`src/rtl/board_progress_if.sv`:
```
// board_progress_if: per-frame player positions in, board progress counts and match status out
interface board_progress_if;
  logic        vsync_in;
  logic [11:0] xpos_R;
  logic [11:0] xpos_L;
  logic        priority_L;
  logic        restart;
  logic [4:0]  board_controller;
  logic [4:0]  board_controller_L;
  logic        board_change;
  logic        respawn;
  logic [1:0]  winner;
  modport master (
    output vsync_in, xpos_R, xpos_L, priority_L, restart,
    input  board_controller, board_controller_L, board_change, respawn, winner
  );
  modport slave (
    input  vsync_in, xpos_R, xpos_L, priority_L, restart,
    output board_controller, board_controller_L, board_change, respawn, winner
  );
endinterface

```
`src/rtl/board_progress.sv`:
```
// board_progress: steps the board progress counts when the priority player leaves the screen
module board_progress #(
  parameter int EDGE_LEFT   = 8,
  parameter int EDGE_RIGHT  = 1016,
  parameter int HOLD_FRAMES = 60,
  parameter int MAX_STEP    = 2
) (
  input logic       clk,
  input logic       reset,
  board_progress_if.slave bus
);
  typedef enum logic [1:0] {PLAY, HOLD, WIN_R, WIN_L} state_t;
  state_t     r_state;
  logic       r_vsync_d;
  logic [4:0] r_bc;
  logic [4:0] r_bcl;
  logic       r_change;
  logic       r_respawn;
  logic [1:0] r_winner;
  logic [7:0] r_hold_cnt;
  logic       w_tick;
  logic       w_exit_r;
  logic       w_exit_l;
  assign w_tick   = bus.vsync_in & ~r_vsync_d;
  assign w_exit_r = ~bus.priority_L & (bus.xpos_R <= 12'(EDGE_LEFT));
  assign w_exit_l = bus.priority_L & (bus.xpos_L >= 12'(EDGE_RIGHT));
  always_ff @(posedge clk) begin
    if (reset) begin
      r_state    <= PLAY;
      r_vsync_d  <= 1'b0;
      r_bc       <= '0;
      r_bcl      <= '0;
      r_change   <= 1'b0;
      r_respawn  <= 1'b0;
      r_winner   <= 2'b00;
      r_hold_cnt <= '0;
    end else begin
      r_vsync_d <= bus.vsync_in;
      r_change  <= 1'b0;
      case (r_state)
        PLAY: begin
          if (w_tick && w_exit_r) begin
            if (r_bcl != 5'd0 || r_bc < 5'(MAX_STEP)) begin
              r_bcl      <= (r_bcl != 5'd0) ? r_bcl - 5'd1 : r_bcl;
              r_bc       <= (r_bcl != 5'd0) ? r_bc : r_bc + 5'd1;
              r_change   <= 1'b1;
              r_respawn  <= 1'b1;
              r_hold_cnt <= '0;
              r_state    <= HOLD;
            end else begin
              r_winner <= 2'b01;
              r_state  <= WIN_R;
            end
          end else if (w_tick && w_exit_l) begin
            if (r_bc != 5'd0 || r_bcl < 5'(MAX_STEP)) begin
              r_bc       <= (r_bc != 5'd0) ? r_bc - 5'd1 : r_bc;
              r_bcl      <= (r_bc != 5'd0) ? r_bcl : r_bcl + 5'd1;
              r_change   <= 1'b1;
              r_respawn  <= 1'b1;
              r_hold_cnt <= '0;
              r_state    <= HOLD;
            end else begin
              r_winner <= 2'b10;
              r_state  <= WIN_L;
            end
          end
        end
        HOLD: begin
          if (w_tick) begin
            if (r_hold_cnt == 8'(HOLD_FRAMES - 1)) begin
              r_respawn <= 1'b0;
              r_state   <= PLAY;
            end else begin
              r_hold_cnt <= r_hold_cnt + 8'd1;
            end
          end
        end
        WIN_R, WIN_L: begin
          if (bus.restart) begin
            r_bc     <= '0;
            r_bcl    <= '0;
            r_winner <= 2'b00;
            r_state  <= PLAY;
          end
        end
        default: r_state <= PLAY;
      endcase
    end
  end
  assign bus.board_controller   = r_bc;
  assign bus.board_controller_L = r_bcl;
  assign bus.board_change       = r_change;
  assign bus.respawn            = r_respawn;
  assign bus.winner             = r_winner;
endmodule

```
`src/flat_wrapper.sv`:
```
// flat-port wrapper written by rule: the top's interface ports become plain ports
module board_progress_flat 
#(
  parameter int EDGE_LEFT   = 8,
  parameter int EDGE_RIGHT  = 1016,
  parameter int HOLD_FRAMES = 60,
  parameter int MAX_STEP    = 2
)
  (clk, reset, bus_vsync_in, bus_xpos_R, bus_xpos_L, bus_priority_L, bus_restart, bus_board_controller, bus_board_controller_L, bus_board_change, bus_respawn, bus_winner);
  board_progress_if bus_i ();
  input logic clk;
  input logic reset;
  input wire logic [$bits(bus_i.vsync_in)-1:0] bus_vsync_in;
  input wire logic [$bits(bus_i.xpos_R)-1:0] bus_xpos_R;
  input wire logic [$bits(bus_i.xpos_L)-1:0] bus_xpos_L;
  input wire logic [$bits(bus_i.priority_L)-1:0] bus_priority_L;
  input wire logic [$bits(bus_i.restart)-1:0] bus_restart;
  output wire logic [$bits(bus_i.board_controller)-1:0] bus_board_controller;
  output wire logic [$bits(bus_i.board_controller_L)-1:0] bus_board_controller_L;
  output wire logic [$bits(bus_i.board_change)-1:0] bus_board_change;
  output wire logic [$bits(bus_i.respawn)-1:0] bus_respawn;
  output wire logic [$bits(bus_i.winner)-1:0] bus_winner;
  assign bus_i.vsync_in = bus_vsync_in;
  assign bus_i.xpos_R = bus_xpos_R;
  assign bus_i.xpos_L = bus_xpos_L;
  assign bus_i.priority_L = bus_priority_L;
  assign bus_i.restart = bus_restart;
  assign bus_board_controller = bus_i.board_controller;
  assign bus_board_controller_L = bus_i.board_controller_L;
  assign bus_board_change = bus_i.board_change;
  assign bus_respawn = bus_i.respawn;
  assign bus_winner = bus_i.winner;
  board_progress #(.EDGE_LEFT(EDGE_LEFT), .EDGE_RIGHT(EDGE_RIGHT), .HOLD_FRAMES(HOLD_FRAMES), .MAX_STEP(MAX_STEP)) u_core (.clk(clk), .reset(reset), .bus(bus_i));
endmodule
```
`config.mk`:
```
export PLATFORM = sky130hd
export DESIGN_NAME = board_progress_flat
export DESIGN_NICKNAME = d
export VERILOG_FILES = /design/src/rtl/board_progress_if.sv /design/src/rtl/board_progress.sv /design/src/flat_wrapper.sv
export SDC_FILE = /design/constraint.sdc
export NUM_CORES = 1
export LEC_CHECK = 0
export CORE_MARGIN = 2
export CORE_UTILIZATION = 53
export DETAILED_ROUTE_END_ITERATION = 8
export GPL_TIMING_DRIVEN = 0
export PLACE_DENSITY = 0.9
export SLEW_MARGIN = 20
export SYNTH_ARGS = -nofsm -noshare
export SYNTH_HDL_FRONTEND = slang
export SYNTH_SLANG_ARGS = --single-unit
```
`constraint.sdc`:
```
create_clock -name clk -period 5 [get_ports clk]
set_clock_uncertainty 0.05 [all_clocks]
set_input_delay 1 -clock clk [delete_from_list [all_inputs] [get_ports clk]]
set_output_delay 1 -clock clk [all_outputs]
set_load 0.02 [all_outputs]
```
* After elaboration in Yosys (flattened, before gate mapping)
Cells that the tools add are included.
Cells by class: div/mod/pow operators 0, bitwise gates (word level) 6, add/sub/neg operators 5, $lt $le $gt $ge 4, muxes and demuxes 46, $mul 0, equality and inequality tests 17, reductions and logical operators 17, shifts and indexed selects 0
Operator list (number):
- two-way mux 5 bit | 13
- two-way mux 8 bit | 6
- two-way mux 2 bit | 11
- one-hot mux 5 bit (2 select lines) | 2
- one-hot mux 8 bit (2 select lines) | 1
- AND reduction 7 bit | 2
- >= comparator 12 x 10 -> 1 bit (second input constant) | 1
- less-or-equal comparator 12 x 4 -> 1 bit (second input constant) | 1
- != test 3 bit (second input constant) | 4
- AND reduction 6 bit | 2
- adder 5 x 1 -> 5 bit (second input constant) | 2
- less-than comparator 5 x 2 -> 1 bit (second input constant) | 2
- two-way mux 1 bit | 10
- nonzero test 5 bit | 2
- subtractor 5 x 1 -> 5 bit (second input constant) | 2
- != test 3 x 1 -> 1 bit (second input constant) | 3
- adder 8 x 1 -> 8 bit (second input constant) | 1
- equality test 8 x 6 -> 1 bit (second input constant) | 1
- != test 3 x 2 -> 1 bit (second input constant) | 2
- one-hot mux 2 bit (3 select lines) | 1
- AND reduction 5 bit | 1
- equality test 2 bit (second input constant) | 2
- != test 2 x 1 -> 1 bit (second input constant) | 2
- != test 2 bit (second input constant) | 2
- other kinds (11) | 19
Word-level totals: bits of input ports 29, bits in latches 0, output and inout port bits 14, ROM bits 0, word-level logic and storage cells 103, RAM bits 0, memories kept 0, flip-flop bits (word level) 25

* Longest topological paths before layout
word-level depth 6, depth in mapped cells 11, depth with buffers taken out 10

* Least setup slack after synthesis
Ideal clock, no wire load.
path type input-to-reg, from input bus_xpos_R[0], to register u_core.r_bcl[4] (netlist: u_core.bus.board_controller_L[4]), data required time 4874 ps, buffers on the path 1, setup slack 1692 ps, stages on the path 11, setup time 76 ps, data arrival time 3182 ps, cells stage by stage o31ai_1 > and4_1 > buf_2 > inv_1 > fa_1 > nor2b_1 > o21a_1 > nor2_1 > xnor2_1 > or4b_1 > a31oi_1
Between the ends: longest elaborated chain between the ends 5, elaborated cells between the ends (all ways) 11, those cells by class order compare: 1; eq/ne: 5; mux: 2; bitwise: 1; reduce/logical: 2
RTL lines:
- start: declaration | RTL line flat_wrapper.sv:14 | input wire logic [$bits(bus_i.xpos_R)-1:0] bus_xpos_R;
- less-or-equal comparator 12 x 4 -> 1 bit * | RTL line board_progress.sv:25 | assign w_exit_r = ~bus.priority_L & (bus.xpos_R <= 12'(EDGE_LEFT));
- AND 1 bit * | RTL line board_progress.sv:25
- logical AND 1 bit * | RTL line board_progress.sv:42 | if (w_tick && w_exit_r) begin
- != test 3 bit (no source line) (tied with other cells)
- AND reduction 7 bit (no source line) or one-hot mux 5 bit (2 select lines) (tied branches)
- end signal: assignment | RTL line board_progress.sv:44 | r_bcl <= (r_bcl != 5'd0) ? r_bcl - 5'd1 : r_bcl;
- end signal: assignment | RTL line board_progress.sv:57 | r_bcl <= (r_bc != 5'd0) ? r_bcl : r_bcl + 5'd1;
- end: declaration | RTL line board_progress.sv:16 | logic [4:0] r_bcl;
Mark *: on every way between the ends. The rest lies on a longest branch, timed or not. A chain may end at the register's enable or synchronous reset.

* Final worst setup path
from input bus_vsync_in, to register u_core.r_bcl[4] (netlist: u_core.bus.board_controller_L[4])
Between the ends: longest elaborated chain between the ends 4, elaborated cells between the ends (all ways) 11, those cells by class eq/ne: 5; mux: 2; bitwise: 1; reduce/logical: 3
RTL lines:
- start: declaration | RTL line flat_wrapper.sv:13 | input wire logic [$bits(bus_i.vsync_in)-1:0] bus_vsync_in;
- AND 1 bit * | RTL line board_progress.sv:24 | assign w_tick = bus.vsync_in & ~r_vsync_d;
- logical AND 1 bit (on tied branches) | RTL line board_progress.sv:42, board_progress.sv:54
- != test 3 bit (no source line) (tied with other cells)
- AND reduction 7 bit (no source line) or one-hot mux 5 bit (2 select lines) (tied branches)
Marked as above.

==> flow_summary.yaml <==
run_status:
  status: "finished, final reports clean"
synth:
  yosysTopAreaCell: "dfxtp_1"
  synth_fa_ha_area_share_pct: 8.35
  yosysUniqueCellTypes: 48
  netlist_area_um2: 1680
  synth_fp_nets: 235
  yosys.area_share.simple_pct: 28.9
  async_flop_share_pct: 0
  synthCells: 196
  yosys_warnings: 0
  synth_mux_area_share_pct: 5.52
  synth_compound_gate_area_share_pct: 22.0
  synth_top_cell_area_share_pct: 29.8
  synth_ff_type: "dfxtp_1"
  ys_seq_area_share_pct: 29.8
  syn_area_per_cell_um2: 8.56
  yosys-top-cells-area: "dfxtp_1 (30%), ha_1 (6.0%), nor2_1 (5.6%)"
  ys_seq_elements: 25
  synth_top_family_by_area: "simple AND/OR/NAND/NOR gates"
  synth-edff-count: 0
  synthXorXnorAreaFrac_pct: 2.61
global_routing:
  grt_pass1_vias: 1614
  antenna_found_initial: 0
  gr-total-overflow: 0
  grtUsageTotal_pct: 24.6
  grt_pass1_wl_um: 6930
  grt_start_max_net_pins: 15
layout:
  final_nets: 279
  drive_above_1_share_pct: 9.62
  syn2layout_area_growth_pct: 28.2
  finalInstanceArea_um2: 2150
  diodes: 0
  fillers: 240
clock_network:
  postCtsSetupBuffers: 0
  tritoncts: "built"
  cts_buffer_depth: 2
  htreeDepth: 1
  worstSkewPairLatency_ps: 330
  hold_buffers: 0
  clk_pin_slew_ps: 150
  cts-buffers-inserted: 3
  cts_resized: 0
  cts_root_buf: "clkbuf_4"
  clock-sinks: 25
sta:
  finalCriticalPeriod_ps: 3770
  hold_violations: 0
  slew_headroom_pct: 59.7
  holdWs_ps: 436
  setup_viol: 0
  worst_pin_slew_ps: 598
  period_share_pct: 75.4
  rsz0062_at_grt: "no"
  maxSlewViolCount: 0
  final.setup.tns_ps: 0
  fmax_mhz: 265
worst_setup_path:
  critPathMaxStageDelay_ps: 510
  worstRegToRegCells: 11
  cp.arrival_ps: 3980
  critPathRequiredTime_ps: 5210
  crit_fanout: 8
  r2r-end: "u_core.bus.board_controller_L[4]$_SDFFE_PP0P_"
  critPathLaunchType: "input pin"
  r2r_slack_ps: 2050
  critPathSlowestCell: "clkdlybuf4s50_1"
  path_class: "in2reg"
  crit_chain: "clkdlybuf4s50_1 > nor4b_1 > and4_1 > buf_2 > inv_1 > fa_1 > nor2b_1 > o21a_1 > nor2_1 > xnor2_1 > or4b_1 > a31oi_1"
  end_kind: "flip-flop"
  r2r_start: "u_core.r_vsync_d$_SDFF_PP0_"
worst_hold_path:
  holdCritStartpoint: "u_core.bus.winner[0]$_SDFFE_PP0P_"
  worstHoldPathType: "reg2reg"
  hold_path_end: "u_core.bus.winner[0]$_SDFFE_PP0P_"
  holdPathStages: 2
routing:
  ant_nets: 0
  drt-initial-drc-count: 82
  wl_um: 4150
  wl_per_cell_um: 14.6
  first_pass_iters: 4
  drc: 0
  vias: 1702
  vias_per_cell: 6.01
run:
  max_cap_violations: 0
floorplan:
  fp-row-count: 20
  dieWidth_um: 60.3
  die_h_um: 60.3
  initial_core_util_pct: 55.4
  design.core.area_um2: 3030
  die-area_um2: 3630
  ios: 43
placed_design:
  io_buffer_count: 39
  place_congestion: 0.884
  dpl.hpwl_um: 3120
  dpl_cell_area_um2: 2120
power:
  leakagePower_nw: 0.720
  power_density_nw_per_um2: 255
  ir_worst_vdd_v: 0.000147
[sequential cells by signal, summed over array words and instances, names as in the netlist]
signal and count:
u_core.bus.board_controller 5, u_core.bus.board_controller_L 5, u_core.r_hold_cnt 8, u_core.r_vsync_d 1, u_core.bus.winner 2, u_core.bus.respawn 1
u_core.bus.board_change 1, u_core.r_state 2
[routing by layer]
layer  track usage (%)  wire [µm]  vias to the layer above  share of wire (%)
met5                 0          0                        -                  0
met3              2.81        285                        5                6.9
met1              30.7       1750                      811                 42
li1                  -          -                      811                  -
met4              8.25         32                        0               0.77
met2              43.3       2070                       75                 50
[cells in the final DEF, fill, tap and decap left out, drive strengths merged, types with 3 or more instances in the layout]
cell type / synthesis / layout
xnor2: 3 / 3
ha: 8 / 8
nand2b: 6 / 6
nor2: 27 / 27
inv: 5 / 5
clkbuf: 6 / 9
a21oi: 15 / 15
nor4: 5 / 5
nand3: 6 / 6
nand2: 12 / 12
o21ai: 10 / 10
nand4: 6 / 6
nor3: 6 / 6
a311oi: 5 / 5
clkdlybuf4s50: 0 / 39
nor2b: 6 / 6
a31oi: 4 / 4
or4: 3 / 3
mux2i: 7 / 7
dfxtp: 25 / 25
[critical path, delay by kind of cell]
family | cells | cell delay, ps
fa+ha+maj | 1 | 430
xor+xnor | 1 | 130
simple gates | 5 | 1180
buf+inv | 3 | 930
compound gates | 2 | 330
[kinds of logic (layout without fill, tap and decap cells)]
kind of cell             after synthesis  after routing
AO/OA/AOI/OAI                         46             46
XOR/XNOR                               5              5
adder cells (fa/ha/maj)               10             10
buffers and inverters                 12             55
flip-flops                            25             25
multiplexers                           9              9
AND/OR/NAND/NOR                       89             89
[cell usage after synthesis (3+ instances only)]
master and number:
dfxtp_1 25, nor2_1 25, a21oi_1 13, nand2_1 12
o21ai_0 9, ha_1 8, mux2i_1 7, clkbuf_1 6
nand2b_1 6, nand3_1 6, nand4_1 6, nor2b_1 6
nor3_1 6, inv_1 5, a311oi_2 4, a31oi_1 4
nor4_1 4, xnor2_1 3
[how the worst max path moves through the flow]
stage,from,depth (start not counted),to
floorplan,bus_xpos_R[0],11,u_core.bus.board_controller_L[4]$_SDFFE_PP0P_
global placement,bus_vsync_in,12,u_core.bus.board_controller_L[4]$_SDFFE_PP0P_
detailed placement,bus_vsync_in,12,u_core.bus.board_controller_L[4]$_SDFFE_PP0P_
CTS,bus_vsync_in,12,u_core.bus.board_controller_L[4]$_SDFFE_PP0P_
global route,bus_vsync_in,12,u_core.bus.board_controller_L[4]$_SDFFE_PP0P_
finish,bus_vsync_in,12,u_core.bus.board_controller_L[4]$_SDFFE_PP0P_
[cell type report]
type / count / area (µm²) / area share (%)
Buffer: 7 / 27.5 / 1.28
Clock buffer: 3 / 22.5 / 1.05
Clock inverter: 1 / 5.00 / 0.233
Inverter: 5 / 18.8 / 0.873
Multi-Input combinational cell: 159 / 1130 / 52.6
Sequential cell: 25 / 500 / 23.3
Tap cell: 44 / 55.1 / 2.56
Timing Repair Buffer: 39 / 390 / 18.2
[per-stage QoR]
| step | setup slack (ps) | instances | util, % | total power, mW |
|---|---|---|---|---|
| floorplan | 1690 | 196 | - | 0.385 |
| global placement | 1020 | 279 | 70.1 | 0.448 |
| detailed placement | 904 | 279 | 70.1 | 0.456 |
| CTS | 1240 | 283 | 71.0 | 0.547 |
| global route | 1060 | 283 | 71.0 | 0.582 |
| finish | 1230 | 283 | 71.0 | 0.548 |
[where the power goes]
group / internal (mW) / leakage (nW) / switching [mW]
registers: 0.212 / 0.203 / 0.0171
logic: 0.110 / 0.499 / 0.114
clock network: 0.0300 / 0.0177 / 0.0651
Power figures use the tool's default switching activity.
